`config.mk`:
```
export PLATFORM = sky130hd
export DESIGN_NAME = hazard_ctrl
export DESIGN_NICKNAME = d
export VERILOG_FILES = /design/src/rtl/hazard_ctrl.sv
export SDC_FILE = /design/constraint.sdc
export NUM_CORES = 1
export LEC_CHECK = 0
export BUFFER_PORTS_ARGS = -buffer_cell sky130_fd_sc_hd__clkbuf_2
export CAP_MARGIN = 10
export CORE_UTILIZATION = 35
export DETAILED_ROUTE_END_ITERATION = 8
export PLACE_DENSITY = 0.87
export SLEW_MARGIN = 25
export SYNTH_ARGS = -nofsm -noshare
export SYNTH_HDL_FRONTEND = slang
export SYNTH_SLANG_ARGS = --single-unit
```
`constraint.sdc`:
```
create_clock -name clk -period 2.3 [get_ports clk]
set_input_delay 0.345 -clock clk [delete_from_list [all_inputs] [get_ports clk]]
set_output_delay 0.345 -clock clk [all_outputs]
set_load 0.005 [all_outputs]
```
`src/rtl/hazard_ctrl.sv`:
```
// Stall/flush controller for the 5-stage RV32 pipeline: load-use, taken-branch redirect and cache-miss stalls.
// Optional performance counters are built only when HAZARD_PERF_CNT_EN is defined.
module hazard_ctrl #(
  parameter int CNT_W = 32
) (
  input  logic             clk,
  input  logic             rst_n,
  input  logic [4:0]       id_rs1,
  input  logic [4:0]       id_rs2,
  input  logic             id_use_rs1,
  input  logic             id_use_rs2,
  input  logic [4:0]       ex_rd,
  input  logic             ex_memread,
  input  logic             ex_regwrite,
  input  logic             ex_branch_taken,
  input  logic             ic_stall,
  input  logic             dc_stall,
  output logic             pc_en,
  output logic             ifid_en,
  output logic             idex_en,
  output logic             exmem_en,
  output logic             memwb_en,
  output logic             ifid_flush,
  output logic             idex_flush,
  output logic             redir_pend,
  output logic [CNT_W-1:0] lu_cnt,
  output logic [CNT_W-1:0] redir_cnt,
  output logic [CNT_W-1:0] dstall_cnt
);

  typedef enum logic {
    RUN        = 1'b0,
    REDIR_WAIT = 1'b1
  } state_t;

  state_t state_reg;
  state_t state_next;
  logic   lu;
  logic   lu_resp;
  logic   redir_acc;

  assign lu = ex_memread && ex_regwrite && (ex_rd != 5'd0) &&
              ((id_use_rs1 && (id_rs1 == ex_rd)) || (id_use_rs2 && (id_rs2 == ex_rd)));

  always_comb begin
    pc_en      = 1'b1;
    ifid_en    = 1'b1;
    idex_en    = 1'b1;
    exmem_en   = 1'b1;
    memwb_en   = 1'b1;
    ifid_flush = 1'b0;
    idex_flush = 1'b0;
    state_next = state_reg;
    lu_resp    = 1'b0;
    redir_acc  = 1'b0;

    case (state_reg)
      RUN: begin
        if (dc_stall) begin
          pc_en    = 1'b0;
          ifid_en  = 1'b0;
          idex_en  = 1'b0;
          exmem_en = 1'b0;
          memwb_en = 1'b0;
        end else if (ex_branch_taken) begin
          // PC captures the target; if the fetch is still outstanding its
          // return must be discarded later, hence REDIR_WAIT.
          ifid_flush = 1'b1;
          idex_flush = 1'b1;
          redir_acc  = 1'b1;
          if (ic_stall) state_next = REDIR_WAIT;
        end else if (ic_stall) begin
          pc_en      = 1'b0;
          ifid_en    = 1'b0;
          idex_flush = 1'b1;
        end else if (lu) begin
          pc_en      = 1'b0;
          ifid_en    = 1'b0;
          idex_flush = 1'b1;
          lu_resp    = 1'b1;
        end
      end
      REDIR_WAIT: begin
        if (dc_stall) begin
          pc_en    = 1'b0;
          ifid_en  = 1'b0;
          idex_en  = 1'b0;
          exmem_en = 1'b0;
          memwb_en = 1'b0;
        end else if (ic_stall) begin
          pc_en      = 1'b0;
          ifid_en    = 1'b0;
          idex_flush = 1'b1;
        end else begin
          // Returned fetch is wrong-path: squash it and refetch the held target.
          pc_en      = 1'b0;
          ifid_flush = 1'b1;
          idex_flush = 1'b1;
          state_next = RUN;
        end
      end
      default: state_next = RUN;
    endcase

    if (!rst_n) begin
      pc_en      = 1'b0;
      ifid_en    = 1'b0;
      idex_en    = 1'b0;
      exmem_en   = 1'b0;
      memwb_en   = 1'b0;
      ifid_flush = 1'b0;
      idex_flush = 1'b0;
      lu_resp    = 1'b0;
      redir_acc  = 1'b0;
    end
  end

  assign redir_pend = (state_reg == REDIR_WAIT);

`ifdef HAZARD_PERF_CNT_EN
  localparam logic [CNT_W-1:0] CNT_ONE = CNT_W'(1);

  logic [CNT_W-1:0] lu_cnt_reg;
  logic [CNT_W-1:0] redir_cnt_reg;
  logic [CNT_W-1:0] dstall_cnt_reg;

  always_ff @(posedge clk or negedge rst_n) begin
    if (!rst_n) begin
      state_reg      <= RUN;
      lu_cnt_reg     <= '0;
      redir_cnt_reg  <= '0;
      dstall_cnt_reg <= '0;
    end else begin
      state_reg <= state_next;
      if (lu_resp)   lu_cnt_reg     <= lu_cnt_reg + CNT_ONE;
      if (redir_acc) redir_cnt_reg  <= redir_cnt_reg + CNT_ONE;
      if (dc_stall)  dstall_cnt_reg <= dstall_cnt_reg + CNT_ONE;
    end
  end

  assign lu_cnt     = lu_cnt_reg;
  assign redir_cnt  = redir_cnt_reg;
  assign dstall_cnt = dstall_cnt_reg;
`else
  always_ff @(posedge clk or negedge rst_n) begin
    if (!rst_n) state_reg <= RUN;
    else        state_reg <= state_next;
  end

  assign lu_cnt     = '0;
  assign redir_cnt  = '0;
  assign dstall_cnt = '0;
`endif

endmodule

```
==> results.json <==
{
  "timing.critical_path.arrival_ns": 1.54,
  "power-per-cell-area_mw_per_mm2": 164,
  "critPathBufInv": 2,
  "slowest_delay_ns": 0.54,
  "synth_seq_cells": 1,
  "grt_antenna_before_repair": 0,
  "firstDrtPassIters": 3,
  "die_height_um": 55.4,
  "synth_cell_types": 17,
  "pre_cts_slack_ns": 0.411,
  "via_count_of_the_first_global_routing_pass": 413,
  "synthToLayoutAreaGrowth_pct": -18.7,
  "synth_seq_area_share_pct": 2.51,
  "flip_flop_count_of_the_largest_register_all_copies_and_words_added": 1,
  "cp_common_cell": "clkbuf_2",
  "drtAntennaViolNets": 0,
  "path_class": "input port to output pin",
  "final_cell_area_um2": 811,
  "numPortBuffers": 31,
  "cts_hold_repair.buffers": 0,
  "post-route-drc-count": 0,
  "die_area_mm2": 0.00307,
  "placement_rows": 18,
  "worst-endpoint-required_ns": 1.96,
  "drive_gt1_share_pct": 19.3,
  "syn-mean-instance-area_um2": 7.23,
  "yosys_warnings": 0,
  "report.final.setup_viol": 0,
  "synth_cells": 138,
  "drt-total-wl_um": 1250,
  "multi_input_area_um2": 582,
  "antennaDiodeCount": 0,
  "drv.max_cap_violation_count": 0,
  "synth.largest_area_cell": "buf_4",
  "grt_first_pass_wirelength_um": 1760,
  "finalWorstPathRequiredPeriod_ns": 1.88,
  "cts.repair.resized": 0,
  "place_area_um2": 811,
  "timing.hold.worst.class": "input port to async pin",
  "grt.total_usage_pct": 6.61,
  "critical_path.cell_chain": "clkbuf_2, or4_1, o211ai_2, nor2_1, a21o_1, clkbuf_2",
  "netlist_top_cells_area": "buf_4 (74%), xnor2_1 (8.8%), a21oi_1 (3.0%)",
  "totalNegativeSetupSlack_ns": 0,
  "timing.critical_path.slowest_stage_cell": "or4_1",
  "grt_remaining_overflow": 0,
  "crit_path_start": "ex_rd[3]",
  "dp_hpwl_um": 1200,
  "drt-vias-per-instance": 3.21,
  "count_of_fill_cells_added_during_filler_insertion": 287,
  "cp_top_family": "simple AND/OR/NAND/NOR gates",
  "cts.reportedPaths.clkPinSlew_ns": 0,
  "num_vias": 629,
  "slew_viol_final": 0,
  "crit-reg2reg-launch": "redir_pend",
  "worst_ir_drop_vdd_uv": 104,
  "startpoint_type": "input port",
  "crit_fanout": 3,
  "final_setup_skew_ns": 0,
  "grt_max_degree": 8,
  "drt_iter0_drc": 24,
  "timing.critical_path.to_type": "output pin",
  "hold_viol_final": 0,
  "worst_slack_ns": 0.416,
  "total_leakage_power_nw": 0.547,
  "synth_largest_type_area_fraction_pct": 73.8,
  "floorplan.initialDensity_pct": 38.5,
  "status": "finished, final reports clean",
  "finalCoreUtilization_pct": 31.3,
  "number_of_placed_i_o_pins": 128,
  "final_net_count": 192,
  "seq_area_um2": 25.0,
  "design.core.area_mm2": 0.00259,
  "total_power_uw": 133,
  "fmaxAchievable_mhz": 531,
  "min_period_over_period_pct": 81.9,
  "die_x_um": 55.4,
  "insertion_delay_ns": 0,
  "cts_setup_buffers": 0,
  "final_estimated_routing_congestion_in_global_placement": 0.681,
  "grt_setup_unrepaired": "no",
  "post_synth_instance_area_um2": 997,
  "avgRoutedWirePerCell_um": 6.37
}
[cells in the mapped netlist]
library cell and count:
or2b_1 1, nor3_1 1, dfrtp_1 1, xnor2_1 10
a21oi_1 6, nor2_1 4, o22ai_1 1, nand4_1 2
nand2_1 5, o211ai_2 1, inv_1 3, or4_1 1
o21ai_0 1, nand2b_1 1, a21o_1 1, buf_4 98
conb_1 1
[cell usage in the layout, fill, tap and decap left out, drive strengths merged, types with 2 or more instances in the layout]
cell type and count:
conb 96, xnor2 10, nor2 4, a21oi 6
inv 3, clkbuf 31, nand2 5, nand4 2
[worst reg2reg max path: stages (launching register included)]
cell and delay [ns]:
dfrtp_1 0.43, a21oi_1 0.14, a21oi_1 0.05
[kinds of logic (layout without fill, tap and decap cells)]
kind of cell / Yosys count / after routing / share of synthesized area (%)
AO/OA/AOI/OAI: 10 / 10 / 6.15
other: 1 / 96 / 0.376
flip-flops: 1 / 1 / 2.51
AND/OR/NAND/NOR: 15 / 15 / 7.28
buffers and inverters: 101 / 34 / 74.9
XOR/XNOR: 10 / 10 / 8.78
[area by class of cell]
type                            count  area share (%)
Multi-Input combinational cell    131            71.8
Sequential cell                     1            3.09
Timing Repair Buffer               31            19.1
Inverter                            3            1.39
Tap cell                           30            4.63
[power by group]
| part | internal, mW | switching (mW) |
|---|---|---|
| Combinational | 0.0394 | 0.0701 |
| Clock | 0 | 0 |
| Sequential | 0.0199 | 0.00382 |
| Total | 0.0593 | 0.0739 |
[worst paths after layout]
kind	cells past startpoint	to	slack, ns
worst max-delay path	6	idex_flush	0.42
worst min-delay path	1	redir_pend	0.13
worst max register to register	2	redir_pend	1.55
worst min register to register	2	redir_pend	0.66
max in group asynchronous	1	redir_pend	2.08
min in group clk	3	redir_pend	0.61
[per-stage QoR]
step,instances,hold slack (ns)
floorplan,233,0.0494
global placement,196,0.129
detailed placement,196,0.129
CTS,196,0.130
global route,196,0.134
finish,196,0.129
[per-layer routing]
layer  global-route usage (%)  up-vias  routed length, µm
met5                        0        -                  0
met4                        0        0                  0
met3                    0.937        0                184
met2                     13.8       66                701
met1                     7.30      269                363
li1                         -      294                  -
(Power assumes the default switching activity.)
